## src/rtl/bomb_countdown.sv

```systemverilog
// bomb_countdown: MM:SS countdown timer and strike accumulator for the bomb.
// Optional build macro STRIKE_SPEEDUP_EN: the tick period shrinks as strikes
// accumulate (CLK_HZ, 3/4 CLK_HZ, 1/2 CLK_HZ). Without it the period is always
// CLK_HZ. CLK_HZ is expected to be at least 4 so every period is non-zero.
// Signalling: accum_enable and game_won are levels sampled every cycle; strike
// is a one-cycle pulse and is honoured only while in RUN. Every output is a
// flop. state_dbg mirrors the FSM state register for observation.
module bomb_countdown #(
  parameter int CLK_HZ        = 27_000_000,
  parameter int START_MINUTES = 5,
  parameter int START_SECONDS = 0,
  parameter int MAX_STRIKES   = 3
) (
  input  logic       clock,
  input  logic       reset,
  input  logic       accum_enable,
  input  logic       game_won,
  input  logic       strike,
  output logic [3:0] min_tens,
  output logic [3:0] min_ones,
  output logic [3:0] sec_tens,
  output logic [3:0] sec_ones,
  output logic [1:0] strikes,
  output logic       tick,
  output logic       running,
  output logic       exploded,
  output logic [1:0] state_dbg
);

  localparam int PW = $clog2(CLK_HZ + 1);

  localparam logic [3:0] START_MT = 4'(START_MINUTES / 10);
  localparam logic [3:0] START_MO = 4'(START_MINUTES % 10);
  localparam logic [3:0] START_ST = 4'(START_SECONDS / 10);
  localparam logic [3:0] START_SO = 4'(START_SECONDS % 10);
  localparam logic [1:0] MAX_S    = 2'(MAX_STRIKES);
  localparam logic [PW-1:0] PERIOD0 = PW'(CLK_HZ);

  typedef enum logic [1:0] {
    S_IDLE     = 2'd0,
    S_RUN      = 2'd1,
    S_FROZEN   = 2'd2,
    S_EXPLODED = 2'd3
  } state_t;

  state_t        state_q, state_d;
  logic [PW-1:0] presc_q;
  logic [PW-1:0] period_cur;
  logic [3:0]    dec_mt, dec_mo, dec_st, dec_so;
  logic [1:0]    strikes_inc;
  logic          advance, terminal, tick_evt, strike_evt;
  logic          at_zero, at_one, final_tick, hit_max;
  logic          tick_d, running_d, exploded_d;

  // Events of this cycle; game_won in RUN suppresses both tick and strike.
  always_comb begin
    advance     = (state_q == S_RUN) && !game_won;
    terminal    = accum_enable && (presc_q == period_cur - PW'(1));
    tick_evt    = advance && terminal;
    strike_evt  = advance && strike;
    strikes_inc = strikes + 2'd1;
    at_zero     = (min_tens == 4'd0) && (min_ones == 4'd0) &&
                  (sec_tens == 4'd0) && (sec_ones == 4'd0);
    at_one      = (min_tens == 4'd0) && (min_ones == 4'd0) &&
                  (sec_tens == 4'd0) && (sec_ones == 4'd1);
    final_tick  = tick_evt && (at_zero || at_one);
    hit_max     = strike_evt && (strikes_inc == MAX_S);
  end

  // BCD minus one second with borrow chain sec_ones -> sec_tens -> min_ones -> min_tens.
  always_comb begin
    dec_mt = min_tens;
    dec_mo = min_ones;
    dec_st = sec_tens;
    dec_so = sec_ones;
    if (sec_ones != 4'd0) begin
      dec_so = sec_ones - 4'd1;
    end else begin
      dec_so = 4'd9;
      if (sec_tens != 4'd0) begin
        dec_st = sec_tens - 4'd1;
      end else begin
        dec_st = 4'd5;
        if (min_ones != 4'd0) begin
          dec_mo = min_ones - 4'd1;
        end else begin
          dec_mo = 4'd9;
          dec_mt = min_tens - 4'd1;
        end
      end
    end
  end

`ifdef STRIKE_SPEEDUP_EN
  localparam logic [PW-1:0] PERIOD1 = PW'((CLK_HZ * 3) / 4);
  localparam logic [PW-1:0] PERIOD2 = PW'(CLK_HZ / 2);

  logic [1:0] strikes_next;

  // Strike count as it will be after this edge, used to pick the next period.
  always_comb begin
    strikes_next = strike_evt ? strikes_inc : strikes;
  end

  // Active period is latched only when the prescaler clears, so a strike never
  // cuts short the interval already in progress.
  always_ff @(posedge clock) begin
    if (reset) begin
      period_cur <= PERIOD0;
    end else if (tick_evt) begin
      if (strikes_next == 2'd0)      period_cur <= PERIOD0;
      else if (strikes_next == 2'd1) period_cur <= PERIOD1;
      else                           period_cur <= PERIOD2;
    end
  end
`else
  assign period_cur = PERIOD0;
`endif

  // FSM state register.
  always_ff @(posedge clock) begin
    if (reset) state_q <= S_IDLE;
    else       state_q <= state_d;
  end

  // FSM next state; FROZEN and EXPLODED are left only through reset.
  always_comb begin
    state_d = state_q;
    case (state_q)
      S_IDLE:  if (accum_enable) state_d = S_RUN;
      S_RUN: begin
        if (game_won)                    state_d = S_FROZEN;
        else if (final_tick || hit_max) state_d = S_EXPLODED;
      end
      default: state_d = state_q;
    endcase
  end

  // FSM outputs, computed from the next state so the flops line up with it.
  always_comb begin
    tick_d     = tick_evt;
    running_d  = (state_d == S_RUN);
    exploded_d = (state_d == S_EXPLODED);
  end

  // Registered status outputs.
  always_ff @(posedge clock) begin
    if (reset) begin
      tick     <= 1'b0;
      running  <= 1'b0;
      exploded <= 1'b0;
    end else begin
      tick     <= tick_d;
      running  <= running_d;
      exploded <= exploded_d;
    end
  end

  // Prescaler, time digits and strike counter; 00:00 never wraps.
  always_ff @(posedge clock) begin
    if (reset) begin
      presc_q  <= '0;
      min_tens <= START_MT;
      min_ones <= START_MO;
      sec_tens <= START_ST;
      sec_ones <= START_SO;
      strikes  <= 2'd0;
    end else begin
      if (advance && accum_enable) begin
        presc_q <= terminal ? '0 : presc_q + PW'(1);
      end
      if (tick_evt && !at_zero) begin
        min_tens <= dec_mt;
        min_ones <= dec_mo;
        sec_tens <= dec_st;
        sec_ones <= dec_so;
      end
      if (strike_evt) begin
        strikes <= strikes_inc;
      end
    end
  end

  assign state_dbg = state_q;

endmodule

```

## config.mk

```make
export PLATFORM = sky130hd
export DESIGN_NAME = bomb_countdown
export DESIGN_NICKNAME = d
export VERILOG_FILES = /design/src/rtl/bomb_countdown.sv
export SDC_FILE = /design/constraint.sdc
export NUM_CORES = 1
export LEC_CHECK = 0
export BUFFER_PORTS_ARGS = -buffer_cell sky130_fd_sc_hd__buf_2
export CAP_MARGIN = 10
export CORE_MARGIN = 1.5
export CORE_UTILIZATION = 40
export DETAILED_ROUTE_END_ITERATION = 8
export PLACE_DENSITY = 0.63
export SYNTH_ARGS = -nofsm -noshare
export SYNTH_HDL_FRONTEND = slang
export SYNTH_SLANG_ARGS = --single-unit
export TNS_END_PERCENT = 30
```

## constraint.sdc

```tcl
create_clock -name clock -period 3.3 [get_ports clock]
set_input_delay 0.165 -clock clock [delete_from_list [all_inputs] [get_ports clock]]
set_output_delay 0.165 -clock clock [all_outputs]
set_load 0.05 [all_outputs]
```

=== Word level (Yosys, flattened, before mapping) ===
Cells that the tools add are included.

* Flip-flop bits (word level): 48
* Output and inout bits: 23

* Add/sub/neg operators: 6
* Equality and inequality tests: 6
* Multiplexer cells: 8
* Bitwise logic cells: 3
* Reductions and logical operators: 27

{| class="wikitable"
|+ Operators by type and width
! cell !! count
|-
| adder 25 x 1 -> 25 bit (second input constant) || 1
|-
| == test 25 bit (second input constant) || 1
|-
| 2-to-1 mux 25 bit || 1
|-
| logical NOT 4 bit || 4
|-
| subtractor 4 x 1 -> 4 bit (second input constant) || 4
|-
| logical AND 1 bit || 12
|-
| 2-to-1 mux 4 bit || 3
|-
| nonzero test 4 bit || 3
|-
| 2-to-1 mux 2 bit || 3
|-
| == test 2 x 1 -> 1 bit (second input constant) || 2
|-
| == test 2 bit (second input constant) || 2
|-
| == test 4 x 1 -> 1 bit (second input constant) || 1
|-
| one-hot mux 2 bit (2 select lines) || 1
|-
| AND reduction 4 bit || 1
|-
| inverter 1 bit || 3
|-
| AND reduction 3 bit || 1
|-
| adder 2 x 1 -> 2 bit (second input constant) || 1
|-
| logical NOT 1 bit || 2
|-
| logical NOT 2 bit || 1
|-
| logical OR 1 bit || 2
|-
| AND reduction 2 bit || 1
|}

=== Depth between registers and ports, before layout ===
Gate-level depths: netlist (run 1).

* Depth in word-level cells: 11
* Mapped depth: 8

=== Least setup slack after synthesis (run 1) ===
No wires, ideal clock.

* Path type: register to register
* From: register sec_tens[0]
* To: register min_ones[3]
* Data arrival time: 2.222 ns
* Data required time: 3.185 ns
* Setup slack: 0.963 ns
* Stages on the path, launching flop included: 6
* Clock period less this slack: 2.337 ns
* Cell sequence: dfxtp_1 -> or4_1 -> or2_2 -> or4_4 -> o21a_1 -> o21a_1

* Cells in the longest elaborated chain, start to end: 6
* Elaborated cells on any way between the ends: 8
* Those cells by class: 1 x bitwise; 7 x reduce/logical

{| class="wikitable"
|+ Ends and longest elaborated chain
! element !! RTL line !! source
|-
| from (decl) || 21 || <nowiki>output logic [3:0] sec_tens,</nowiki>
|-
| from (signal assigned) || 175 || <nowiki>sec_tens <= dec_st;</nowiki>
|-
| logical NOT 4 bit || 63 || <nowiki>(sec_tens == 4'd0) && (sec_ones == 4'd0);</nowiki>
|-
| logical AND 1 bit || 62 || <nowiki>at_zero = (min_tens == 4'd0) && (min_ones == 4'd0) &&</nowiki>
|-
| logical AND 1 bit || 63 ||
|-
| logical NOT 1 bit || 172 || <nowiki>if (tick_evt && !at_zero) begin</nowiki>
|-
| logical AND 1 bit || 172 ||
|-
| AND reduction 3 bit (no line) (*) || - ||
|-
| to (signal assigned) || 174 || <nowiki>min_ones <= dec_mo;</nowiki>
|-
| to (decl) || 20 || <nowiki>output logic [3:0] min_ones,</nowiki>
|}

Mark *: on every way between the ends. The rest lies on a longest branch, timed or not.
A chain may end at the register's enable or synchronous reset.

=== Worst setup path in the final report (run 1) ===
* From: register presc_q[8]
* To: register min_ones[3]

* Cells in the longest elaborated chain, start to end: 5

{| class="wikitable"
|+ Ends and longest elaborated chain
! element !! RTL line !! source
|-
| from (decl) || 47 || <nowiki>logic [PW-1:0] presc_q;</nowiki>
|-
| from (signal assigned) || 170 || <nowiki>presc_q <= terminal ? '0 : presc_q + PW'(1);</nowiki>
|-
| == test 25 bit || 58 || <nowiki>terminal = accum_enable && (presc_q == period_cur - PW'(1));</nowiki>
|-
| logical AND 1 bit || 58 ||
|-
| logical AND 1 bit || 59 || <nowiki>tick_evt = advance && terminal;</nowiki>
|-
| logical AND 1 bit || 172 ||
|-
| AND reduction 3 bit (no line) || - ||
|}

Every way passes these cells.

==> flow_summary.ini, run 1 <==
[routing]
dr.pass1.iters = 4
finalWirelength_um = 4210
drc = 0
vias = 1767
post_drt_via_cell_ratio = 5.11
ant_nets = 0
avgRoutedWirePerCell_um = 12.2
drt_iter0_drc = 133

[placed_design]
post-dp-hpwl_um = 3020
port_buffers = 27
dp.cells = 338
gp_congestion = 0.788

[pwr]
p_per_area_mw_per_mm2 = 440
power_frac_clock_pct = 42.0
peakVddDrop_uv = 201
finalPower_mw = 1.10
switchingPower_mw = 0.233
power_frac_seq_pct = 53.6
p_leak_nw = 0.980
combPwrFrac_pct = 4.4
power.internal_mw = 0.863
switching_share_pct = 21.3

[critical_path]
critPathKind = reg -> reg
regToRegSetupSlack_ns = 0.98
cpMostUsedCell = o21a_1
start_kind = register
slowest_delay_ns = 0.55
cp.buffers_inverters = 0
crit_path_end_kind = register
cp_max_fo = 7
required_ns = 3.51
crit_slowest_cell = or4b_4
worstPathArrival_ns = 2.53
cp_top_family = simple AND/OR/NAND/NOR gates
path_cells = or4b_4 -> nor4_4 -> nand4_2 -> or4_4 -> o21a_1 -> o21a_1

[clock_network]
cts_max_level = 2
cts_setup_buffers = 0
cts_buffers = 5
cts_tree = yes
cts_sinks = 48
holdBufCountCts = 0
clk_pin_slew_ns = 0.09
cts-root-buf = clkbuf_8
clk_path_buf_depth = 2
insertion_delay_ns = 0.30
ctsResizeCount = 0

[logic_synthesis]
synth_top_family_by_area = simple AND/OR/NAND/NOR gates
synth_xor_xnor_area_share_pct = 11.8
synth_most_common_cell = dfxtp_1
synth_top_area_share_pct = 44.6
synth_simple_gate_area_share_pct = 32.0
netlist_instances = 245
synth_seq_cells = 48
synth_compound_area_share_pct = 6.97
synth_mux_area_share_pct = 0.930
synthArstFlopShare_pct = 0
synth.distinct_cells = 43
synth-main-ff-cell = dfxtp_1
synth_largest_area_cell = dfxtp_1
synthesis.nets = 253
synth.area.top_cells = dfxtp_1 (45%), xor2_1 (8.5%), nor2_1 (7.1%)
synth_area_sq_mm = 0.00215
synth_edf_count = 0
yosysSeqAreaShare_pct = 44.6
ys_warn_count = 0
avgSynthCellArea_sq_um = 8.79
synthTopCellsByCount = dfxtp_1 (48), nor2_1 (41), xor2_1 (21), nand2_1 (20)
synthAdderAreaFrac_pct = 1.74

[die]
fp.dieH_um = 76.4
dieWidth_um = 76.4
start_util_pct = 41.9
rows = 26
die_area_sq_mm = 0.00583
core_area_sq_mm = 0.00514
pin_count = 28

[timing]
post-route-period-util_pct = 70.4
fin_setup_tns_ns = 0
slew_headroom_pct = 48.1
rsz0062_at_grt = no
tightest_slew_ns = 0.776
final_max_slew_viol_count = 0
post-route-min-period_ns = 2.32
hold_violations = 0
skew_ns = 0.00701
setup_viol_count_final = 0
fmax_mhz = 430
fin_hold_ws_ns = 0.106

[final_layout]
nNetsFinal = 283
seq_area_sq_um = 961
syn2layout_area_growth_pct = 15.7
diodes = 0
fill_cells = 531
multi_input_area_sq_mm = 0.00115
fin_cells = 346
drive_above_1_share_pct = 16.3
utilization_pct = 48.5

[grt]
top_usage_layer = met2
grt_pass1_wl_um = 7300
grt.overflow.total = 0
grt_pass1_vias = 1560
antenna_found_initial = 0
grt_usage_pct = 15.5
grt_max_degree = 24
grtUsageMet3_pct = 3.59
grt_use_met1_pct = 20.9
use_met2_pct = 23.8

[run_status]
status = complete, no violations

[job]
drv_cap = 0

[min_path]
holdCritPathClass = in -> reg
[worst reg2reg max path, delay by kind of cell, from the launching register on]
kind / cells / cell delay, ns
and+or+nand+nor: 4 / 1.53
DFF: 1 / 0.35
AOI/OAI and AO/OA: 2 / 0.35
[area by class of cell]
type / count / share of cell area, %
clock inverters: 1 / 1.21
clock buffers: 7 / 3.87
repair buffers: 28 / 5.73
well taps: 70 / 3.52
inverters: 6 / 0.904
flip-flops and latches: 48 / 38.6
multi-input cells: 186 / 46.2
[registers in the layout, indices dropped and copies added, names as in the netlist]
register / cells
state_dbg: 2
presc_q: 25
exploded: 1
tick: 1
sec_tens: 4
running: 1
strikes: 2
min_tens: 4
sec_ones: 4
min_ones: 4
[logic make-up after synthesis]
group / count (synthesis)
xor gates and xnor gates: 29
and+or+nand+nor: 128
muxes: 2
buffers and inverters: 11
DFF: 48
AOI/OAI and AO/OA: 24
adders and majority gates: 3
[cells in the final DEF (no fill, tap or decap), types with 3 or more instances in the layout]
master	count
dfxtp_1	48
nor2_1	41
buf_2	27
xor2_1	21
nand2_1	20
nand4_1	12
nand3_1	12
nor3_1	10
a21oi_1	10
xnor2_1	8
clkbuf_8	7
inv_1	6
nor2b_1	4
or3_1	3
and4_1	3
and3_1	3
o21ai_0	3
o21a_1	3
ha_1	3
[stage by stage]
| stage | setup WS (ns) | area, sq um |
|---|---|---|
| floorplan | 0.963 | 2150 |
| CTS | 0.974 | 2490 |
| detailed placement | 0.977 | 2360 |
| global route | 0.801 | 2490 |
| global placement | 0.999 | 2360 |
| finish | 0.976 | 2490 |
[routing by layer]
layer / vias to the layer above / part of all wire, %
met5: - / 0
met4: 0 / 1.8
met3: 7 / 2.9
met2: 21 / 44
met1: 825 / 51
li1: 914 / -
[power groups by stage]
| stage | Combinational (mW) | Clock [mW] | Sequential [mW] |
|---|---|---|---|
| after floorplan | 0.0199 | 0 | 0.617 |
| after global placement | 0.0489 | 0 | 0.601 |
| after detailed placement | 0.0491 | 0 | 0.601 |
| after CTS | 0.0493 | 0.472 | 0.588 |
| after global routing | 0.0528 | 0.494 | 0.589 |
| final | 0.0486 | 0.460 | 0.588 |
[path summary, 6_finish.rpt]
path / from / endpoint / cells after the start
hold reg to reg: presc_q[1]$_SDFFE_PP0P_ / presc_q[1]$_SDFFE_PP0P_ / 2
setup reg to reg: presc_q[8]$_SDFFE_PP0P_ / min_ones[3]$_SDFFE_PP0P_ / 6
setup / recovery: presc_q[8]$_SDFFE_PP0P_ / min_ones[3]$_SDFFE_PP0P_ / 6
hold / removal: strike / strikes[1]$_SDFFE_PP0P_ / 2
Note: power is estimated with default switching activity, not from simulation.
==> inputs of run 2 (changes only) <==
- clock period: 3.3 -> 2.4 ns (I/O delays scaled with it)
==> run 2 against run 1 <==
Critical endpoint unchanged. Power increased by 32%. Wire length decreased by 1.1%. Largest cell class unchanged. Worst setup slack got worse by 0.84 ns. Sequential power increased by 37%. Clock skew increased by 0.00071 ns. Fmax increased by 2.6%. Hold slack got worse by 0.037 ns. Utilization increased by 0.51 points. Sequential share of layout area decreased by 0.40 points. Global-route usage decreased by 0.23 points. Critical path depth unchanged. Design area increased by 1.1%.
==> flow_summary.ini, run 2 (same netlist as run 1, synthesis figures left out) <==
[run_status]
status = complete, no violations

[final_layout]
fill_cells = 522
nNetsFinal = 289
final_common_cell = dfxtp_1
syn2layout_area_growth_pct = 16.9
drive_above_1_share_pct = 17.7
largest_reg_flops = 25
multi_input_area_sq_mm = 0.00115
top_register = presc_q
utilization_pct = 49.0
seq_area_sq_um = 961
diodes = 0
layout_common_cells = dfxtp_1 (48), nor2_1 (41), buf_2 (27)

[critical_path]
crit_slowest_cell = or4b_4
timing.rr.start = presc_q[8]$_SDFFE_PP0P_
regToRegSetupSlack_ns = 0.13
reg2reg_to = min_ones[3]$_SDFFE_PP0P_
worstPathArrival_ns = 2.46
required_ns = 2.60
critPathKind = reg -> reg
worst-path-stages = 6
cp_max_fo = 5
slowest_delay_ns = 0.56
cp_top_family = simple AND/OR/NAND/NOR gates
reg2regPathDepth = 6
cpMostUsedCell = o21a_1
crit_path_end_kind = register
cp.buffers_inverters = 0
start_kind = register
path_cells = or4b_4 -> nor4_4 -> nand4_2 -> or4_4 -> o21a_1 -> o21a_1

[min_path]
min_to = strikes[1]$_SDFFE_PP0P_
min_from = strike
holdPathStages = 2
holdCritPathClass = in -> reg

[clock_network]
holdBufCountCts = 0
cts_setup_buffers = 0
cts_max_level = 2
cts-root-buf = clkbuf_8
cts_tree = yes
insertion_delay_ns = 0.29
clk_pin_slew_ns = 0.09
ctsResizeCount = 0
cts_sinks = 48
clk_path_buf_depth = 2
cts_buffers = 5

[die]
rows = 26
fp.dieH_um = 76.4
start_util_pct = 41.9
dieWidth_um = 76.4
die_area_sq_mm = 0.00583
pin_count = 28
core_area_sq_mm = 0.00514

[pwr]
p_leak_nw = 1.00
p_per_area_mw_per_mm2 = 574
peakVddDrop_uv = 278

[grt]
antenna_found_initial = 0
grt_max_degree = 24
grt_pass1_vias = 1644
grt.overflow.total = 0
grt_pass1_wl_um = 7340
grt_usage_pct = 15.3

[placed_design]
port_buffers = 27
gp_congestion = 0.779
post-dp-hpwl_um = 3000
dp_slack_ns = 0.146

[timing]
fmax_mhz = 441
post-route-min-period_ns = 2.27
fin_ws_ns = 0.135
rsz0062_at_grt = no
skew_ns = 0.00772
fin_setup_tns_ns = 0
post-route-period-util_pct = 94.4
slew_headroom_pct = 63.4
setup_viol_count_final = 0
fin_hold_ws_ns = 0.0697
hold_violations = 0
tightest_slew_ns = 0.544
final_max_slew_viol_count = 0

[routing]
dr.pass1.iters = 4
finalWirelength_um = 4160
post_drt_via_cell_ratio = 4.97
drt_iter0_drc = 77
vias = 1750
ant_nets = 0
drc = 0
avgRoutedWirePerCell_um = 11.8

[job]
drv_cap = 0
[run 2: cell types whose count changed in the layout (fill, tap and decap cells not counted)]
cell,delta
buf_4,+6
clkbuf_8,-2
clkbuf_1,+1
clkinv_2,+1
[run 2: cell type report]
cell class | count | share of cell area, %
Clock buffer | 6 | 2.88
Clock inverter | 2 | 1.39
Inverter | 6 | 0.895
Multi-Input combinational cell | 186 | 45.7
Sequential cell | 48 | 38.2
Tap cell | 70 | 3.48
Timing Repair Buffer | 34 | 7.46
[run 2: power by group]
part / internal, mW / switching (mW) / leakage [nW]
registers: 0.803 / 0.00546 / 0.387
clock network: 0.309 / 0.259 / 0.0552
logic: 0.0180 / 0.0498 / 0.559
total: 1.13 / 0.314 / 1.00
[run 2: how the worst max path moves through the flow]
| stage | slack, ns | end | startpoint |
|---|---|---|---|
| after floorplan | 0.06 | min_ones[3]$_SDFFE_PP0P_ | sec_tens[0]$_SDFFE_PP0P_ |
| after global placement | 0.17 | min_ones[3]$_SDFFE_PP0P_ | presc_q[8]$_SDFFE_PP0P_ |
| after detailed placement | 0.15 | min_ones[3]$_SDFFE_PP0P_ | presc_q[8]$_SDFFE_PP0P_ |
| after CTS | 0.13 | min_ones[3]$_SDFFE_PP0P_ | presc_q[8]$_SDFFE_PP0P_ |
| after global routing | 0.03 | min_ones[0]$_SDFFE_PP1P_ | presc_q[8]$_SDFFE_PP0P_ |
| final | 0.13 | min_ones[3]$_SDFFE_PP0P_ | presc_q[8]$_SDFFE_PP0P_ |
[run 2: worst reg2reg max path: stages (launching register included)]
cell	delay (ns)
dfxtp_1	0.36
or4b_4	0.56
nor4_4	0.27
nand4_2	0.17
or4_4	0.47
o21a_1	0.19
o21a_1	0.16
[run 2: routing by layer]
metal	vias up	GRT usage, %	part of all wire [%]
met1	796	20.2	52
met5	-	0	0
li1	929	-	-
met3	2	3.23	2.8
met2	23	24.9	45
met4	0	5.00	0.65
[run 2: metrics by stage]
| stage | instances | area, sq um | total power [mW] |
|---|---|---|---|
| finish | 352 | 2520 | 1.44 |
| global route | 352 | 2520 | 1.50 |
| CTS | 352 | 2520 | 1.46 |
| detailed placement | 344 | 2410 | 0.895 |
| global placement | 344 | 2410 | 0.895 |
| floorplan | 245 | 2150 | 0.876 |
